## src/rtl/io_pkg.sv

```systemverilog
`default_nettype none
// ============================================================================
// Module   : io_pkg
// Brief    : IO address map, io_enable bit indices and rd_data field layout
//            shared by the input reader and its debouncers.
// Revision : 1.0 - initial release
// ============================================================================
package io_pkg;

    localparam int unsigned c_ADDR_LEDS     = 32;
    localparam int unsigned c_ADDR_SWITCHES = 33;
    localparam int unsigned c_ADDR_BUTTONS  = 34;
    localparam int unsigned c_ADDR_SEG7     = 35;

    localparam int unsigned c_EN_SW_BIT     = 1;
    localparam int unsigned c_EN_BTN_BIT    = 2;

    localparam int unsigned c_BTN_LEVEL_LSB = 0;
    localparam int unsigned c_BTN_EVENT_LSB = 8;

    typedef enum logic [1:0] {
        RD_NONE = 2'd0,
        RD_SW   = 2'd1,
        RD_BTN  = 2'd2
    } rd_sel_e;

    // Switch read wins when both selects are high, so events are not consumed.
    function automatic rd_sel_e decode_rd_sel(input logic sw_en, input logic btn_en);
        if (sw_en) begin
            return RD_SW;
        end else if (btn_en) begin
            return RD_BTN;
        end
        return RD_NONE;
    endfunction

endpackage
`default_nettype wire

```

## src/rtl/io_debounce.sv

```systemverilog
`default_nettype none
// ============================================================================
// Module   : io_debounce
// Brief    : One-bit two-flop synchronizer followed by a stable-count debouncer.
// Revision : 1.0 - initial release
// ============================================================================
module io_debounce #(
    parameter int DEBOUNCE_CYCLES = 100000
) (
    input  logic clk,
    input  logic rst,
    input  logic i_raw,
    output logic o_stable,
    output logic o_rise
);

    localparam int c_CNT_W = $clog2(DEBOUNCE_CYCLES + 1);
    localparam logic [c_CNT_W-1:0] c_CNT_MAX = c_CNT_W'(DEBOUNCE_CYCLES);

    logic               r_meta;
    logic               r_sync;
    logic               r_stable;
    logic [c_CNT_W-1:0] r_cnt;
    logic               w_accept;

    assign w_accept = (r_sync != r_stable) && (r_cnt == c_CNT_MAX);
    // Flags the edge on which stable goes 0->1 so events line up with the level.
    assign o_rise   = w_accept && r_sync;
    assign o_stable = r_stable;

    always_ff @(posedge clk) begin
        if (rst) begin
            r_meta   <= 1'b0;
            r_sync   <= 1'b0;
            r_stable <= 1'b0;
            r_cnt    <= '0;
        end else begin
            r_meta <= i_raw;
            r_sync <= r_meta;
            if (r_sync == r_stable) begin
                r_cnt <= '0;
            end else if (w_accept) begin
                r_stable <= r_sync;
                r_cnt    <= '0;
            end else begin
                r_cnt <= r_cnt + 1'b1;
            end
        end
    end

endmodule
`default_nettype wire

```

## src/rtl/io_input_reader.sv

```systemverilog
`default_nettype none
// ============================================================================
// Module   : io_input_reader
// Brief    : Debounced switch/button reader with sticky press events and a
//            registered CPU read port.
// Revision : 1.0 - initial release
// ============================================================================
module io_input_reader
    import io_pkg::*;
#(
    parameter int SW_WIDTH        = 16,
    parameter int BTN_WIDTH       = 5,
    parameter int DEBOUNCE_CYCLES = 100000
) (
    input  logic                 clk,
    input  logic                 rst,
    input  logic [3:0]           io_enable,
    input  logic [SW_WIDTH-1:0]  sw_raw,
    input  logic [BTN_WIDTH-1:0] btn_raw,
    output logic [31:0]          rd_data,
    output logic                 rd_valid,
    output logic                 btn_irq
);

    logic [SW_WIDTH-1:0]  w_sw_stable;
    logic [BTN_WIDTH-1:0] w_btn_stable;
    logic [BTN_WIDTH-1:0] w_btn_rise;
    logic [BTN_WIDTH-1:0] r_event;
    logic [BTN_WIDTH-1:0] w_event_clear;
    logic [BTN_WIDTH-1:0] w_event_next;
    logic [31:0]          w_rd_next;
    rd_sel_e              w_sel;
    logic                 w_unused;

    generate
        for (genvar i = 0; i < SW_WIDTH; i++) begin : g_sw
            io_debounce #(.DEBOUNCE_CYCLES(DEBOUNCE_CYCLES)) u_deb (
                .clk      (clk),
                .rst      (rst),
                .i_raw    (sw_raw[i]),
                .o_stable (w_sw_stable[i]),
                .o_rise   ()
            );
        end

        for (genvar i = 0; i < BTN_WIDTH; i++) begin : g_btn
            io_debounce #(.DEBOUNCE_CYCLES(DEBOUNCE_CYCLES)) u_deb (
                .clk      (clk),
                .rst      (rst),
                .i_raw    (btn_raw[i]),
                .o_stable (w_btn_stable[i]),
                .o_rise   (w_btn_rise[i])
            );
        end
    endgenerate

    assign w_unused = &{1'b0, io_enable[0], io_enable[3]};
    assign w_sel    = decode_rd_sel(io_enable[c_EN_SW_BIT], io_enable[c_EN_BTN_BIT]);

    always_comb begin
        w_rd_next     = '0;
        w_event_clear = '0;
        case (w_sel)
            RD_SW: begin
                w_rd_next[SW_WIDTH-1:0] = w_sw_stable;
            end
            RD_BTN: begin
                w_rd_next[c_BTN_LEVEL_LSB +: BTN_WIDTH] = w_btn_stable;
                w_rd_next[c_BTN_EVENT_LSB +: BTN_WIDTH] = r_event;
                w_event_clear                           = r_event;
            end
            default: begin
            end
        endcase
    end

    // A press landing on the clearing edge survives: set overrides clear.
    assign w_event_next = (r_event & ~w_event_clear) | w_btn_rise;

    always_ff @(posedge clk) begin
        if (rst) begin
            r_event  <= '0;
            btn_irq  <= 1'b0;
            rd_data  <= '0;
            rd_valid <= 1'b0;
        end else begin
            r_event  <= w_event_next;
            btn_irq  <= |w_event_next;
            rd_data  <= w_rd_next;
            rd_valid <= (w_sel != RD_NONE);
        end
    end

endmodule
`default_nettype wire

```

## config.mk

```make
export PLATFORM = sky130hd
export DESIGN_NAME = io_input_reader
export DESIGN_NICKNAME = d
export VERILOG_FILES = /design/src/rtl/io_pkg.sv /design/src/rtl/io_debounce.sv /design/src/rtl/io_input_reader.sv
export SDC_FILE = /design/constraint.sdc
export NUM_CORES = 1
export LEC_CHECK = 0
export CAP_MARGIN = 20
export CELL_PAD_IN_SITES_DETAIL_PLACEMENT = 0
export CELL_PAD_IN_SITES_GLOBAL_PLACEMENT = 1
export CORE_MARGIN = 5
export CORE_UTILIZATION = 52
export CTS_CLUSTER_SIZE = 14
export DETAILED_ROUTE_END_ITERATION = 8
export GPL_ROUTABILITY_DRIVEN = 0
export PLACE_DENSITY = 0.91
export SLEW_MARGIN = 25
export SYNTH_ARGS = -nofsm -noshare
export SYNTH_HDL_FRONTEND = slang
export SYNTH_HIERARCHICAL = 1
export SYNTH_SLANG_ARGS = --single-unit
```

## constraint.sdc

```tcl
create_clock -name clk -period 4.1 [get_ports clk]
set_clock_uncertainty 0.15 [all_clocks]
set_input_delay 1.23 -clock clk [delete_from_list [all_inputs] [get_ports clk]]
set_output_delay 1.23 -clock clk [all_outputs]
set_load 0.05 [all_outputs]
```

==> insert_results.sql <==
INSERT INTO impl_metrics (metric_group, metric, value, unit) VALUES
('run_status', 'status', 'finished, final reports clean', ''),
('sta', 'finalSetupTns', '0', 'ns'),
('clocking', 'postCtsResizedCells', '0', ''),
('setup_path', 'timing.critical_path.arrival', '1.82', 'ns'),
('worst_hold_path', 'min_delay_worst_endpoint', 'g_sw[15].u_deb/r_sync', ''),
('clocking', 'cts_tree', 'yes', ''),
('floorplan', 'die-height', '207', 'um'),
('synthesis', 'syn_avg_cell_area', '9.36', 'um2'),
('floorplan', 'initial_utilization', '0.523', ''),
('finish', 'antenna_cells', '0', ''),
('sta', 'timing.final.crit_share', '0.781', ''),
('global_route', 'first_global_vias', '14185', ''),
('placed_design', 'io_buffers', '42', ''),
('pwr', 'power.static_leakage', '7.28', 'nW'),
('placed_design', 'dp.final_hpwl', '25700', 'um'),
('setup_path', 'crit_type', 'flop to output port', ''),
('global_route', 'global_route.overflow_total', '0', ''),
('worst_hold_path', 'hold_sp', 'g_sw[15].u_deb/r_meta', ''),
('synthesis', 'yosys_warns', '6', ''),
('sta', 'unrepaired_setup_endpoints_after_global_routing', 'false', ''),
('finish', 'num-fill-cells', '3357', ''),
('setup_path', 'timing.reg2reg.setup_slack', '1.91', 'ns'),
('finish', 'finish.net_count', '2271', ''),
('routing', 'final_antenna_net_count', '0', ''),
('setup_path', 'r2r_end', 'btn_irq', ''),
('clocking', 'worst_skew_pair_later_pin_latency', '0.57', 'ns'),
('setup_path', 'critical_path_peak_fanout', '1', ''),
('clocking', 'clock_tree.htree_level_count', '2', ''),
('setup_path', 'critical_path_required', '2.72', 'ns'),
('routing', 'first_pass_iters', '5', ''),
('floorplan', 'die_area', '42800', 'um2'),
('setup_path', 'cpMaxStageDelayCell', 'sky130_fd_sc_hd__clkdlybuf4s50_1', ''),
('setup_path', 'worst_r2r_startpoint', 'g_btn[3].u_deb/r_cnt[1]', ''),
('finish', 'drive_above_1_share', '0.0968', ''),
('sta', 'slew-limit-headroom', '0.581', ''),
('setup_path', 'critPathTopFamily', 'buffers and inverters', ''),
('routing', 'post_drt_wl_per_cell', '13.8', 'um'),
('pwr', 'worst_vdd_drop', '305', 'uV'),
('clocking', 'cts-root-to-sink-buffers', '3', ''),
('clocking', 'cts-buffers-inserted', '47', ''),
('routing', 'drt_iter0_drc', '722', ''),
('setup_path', 'reg2regPathDepth', '7', ''),
('clocking', 'cts.clk_slew.worst_paths', '0.06', 'ns'),
('synthesis', 'synthesis.instances', '2152', ''),
('setup_path', 'crit_path_start_kind', 'flop', ''),
('clocking', 'cts_root_buffer', 'sky130_fd_sc_hd__clkbuf_16', ''),
('setup_path', 'slowest_delay', '0.85', 'ns'),
('routing', 'routed_via_count', '14913', ''),
('worst_hold_path', 'timing.hold.worst.class', 'flop to flop', ''),
('sta', 'final_max_slew_viol_count', '0', ''),
('global_route', 'all_layer_gr_usage', '0.176', ''),
('global_route', 'antenna_violations_before_repair', '0', ''),
('setup_path', 'timing.critical_path.to_type', 'output port', ''),
('clocking', 'buffers_inserted_during_post_cts_setup_optimization', '0', ''),
('floorplan', 'num_io_pins', '61', ''),
('setup_path', 'timing.critical_path.cells', 'clkdlybuf4s50_1', ''),
('sta', 'finalSetupViolCount', '0', ''),
('sta', 'final_period_minus_worst_setup_slack', '3.20', 'ns'),
('clocking', 'cts_hold_repair.buffers', '0', ''),
('finish', 'most-common-layout-cells', 'sky130_fd_sc_hd__dfxtp_1, sky130_fd_sc_hd__nor2_1, sky130_fd_sc_hd__xnor2_1, sky130_fd_sc_hd__xor2_1, sky130_fd_sc_hd__nand3_1', ''),
('sta', 'worstMarginPinSlew', '0.628', 'ns'),
('sta', 'report.final.hold_viol_count', '0', ''),
('floorplan', 'fp.dieW', '207', 'um'),
('worst_hold_path', 'worst_hold_path.num_cells', '1', ''),
('clocking', 'cts.sink_count', '443', ''),
('finish', 'final_common_cell', 'sky130_fd_sc_hd__dfxtp_1', ''),
('floorplan', 'design.core.area', '38500', 'um2'),
('global_route', 'first_pass_grt_wire_length', '65100', 'um'),
('synthesis', 'mappedNetlistArea', '20100', 'um2'),
('job', 'cap_viol_max_count', '0', ''),
('pwr', 'powerDensity', '401', 'nW/um2'),
('routing', 'vias_per_cell', '5.41', ''),
('routing', 'totalWireLength', '38000', 'um'),
('floorplan', 'floorplan.rows', '72', ''),
('setup_path', 'crit_buf_inv', '1', ''),
('finish', 'layout-area-overhead-vs-synth', '11.6', '%'),
('pwr', 'total_power', '9.00', 'mW'),
('global_route', 'grt_max_degree', '39', ''),
('sta', 'max_freq', '312', 'MHz'),
('routing', 'drc', '0', '');
per-layer routing:
metal,vias up,track usage,share of wire
met2,138,0.299,0.47
met1,7108,0.233,0.48
li1,7615,-,-
met3,52,0.0300,0.033
met4,0,0.0458,0.018
met5,-,0,0
area by class of cell:
cell class,instances,area (um2),area share
multi-input cells,1598,10600,0.470
flip-flops and latches,443,8870,0.395
clock buffers,69,1400,0.0623
well taps,518,648,0.0289
repair buffers,47,468,0.0208
clock inverters,19,279,0.0124
inverters,65,244,0.0109
registers in the layout, indices dropped and copies added (netlist names):
signal,count
g_sw.u_deb/r_meta,16
btn_irq,1
g_btn.u_deb/o_stable,5
g_btn.u_deb/r_cnt,85
g_btn.u_deb/r_sync,5
rd_data,16
g_sw.u_deb/o_stable,16
g_btn.u_deb/r_meta,5
g_sw.u_deb/r_cnt,272
g_sw.u_deb/r_sync,16
r_event,5
rd_valid,1
worst max path at each step:
stage                      start           to  cells past startpoint  slack [ns]
global placement    io_enable[1]  rd_data[10]                      4        1.03
finish                rd_data[4]   rd_data[4]                      1        0.90
floorplan                    rst   r_event[0]                      3        2.10
global route          rd_data[8]   rd_data[8]                      1        0.86
detailed placement  io_enable[1]   rd_data[1]                      4        1.06
CTS                   rd_data[4]   rd_data[4]                      1        0.88
report_power, final:
part | total (mW) | leakage (nW) | switching (mW) | internal, mW
Sequential | 4.35 | 3.58 | 0.0170 | 4.33
Combinational | 0.166 | 2.89 | 0.110 | 0.0561
Clock | 4.49 | 0.817 | 1.73 | 2.76
Total | 9.00 | 7.28 | 1.86 | 7.14
metrics by stage:
stage | instance area (um2) | setup WS [ns] | utilization | cells | hold slack, ns
5_1_grt | 22500 | 0.858 | 0.584 | 2759 | 0.297
3_5_place_dp | 20800 | 1.06 | 0.540 | 2671 | 0.275
2_1_floorplan | 20200 | 2.10 | - | 2167 | 0.264
6_report | 22500 | 0.899 | 0.584 | 2759 | 0.285
3_3_place_gp | 20800 | 1.03 | 0.540 | 2671 | 0.267
4_1_cts | 22500 | 0.876 | 0.584 | 2759 | 0.289
Power figures use the tool's default switching activity.
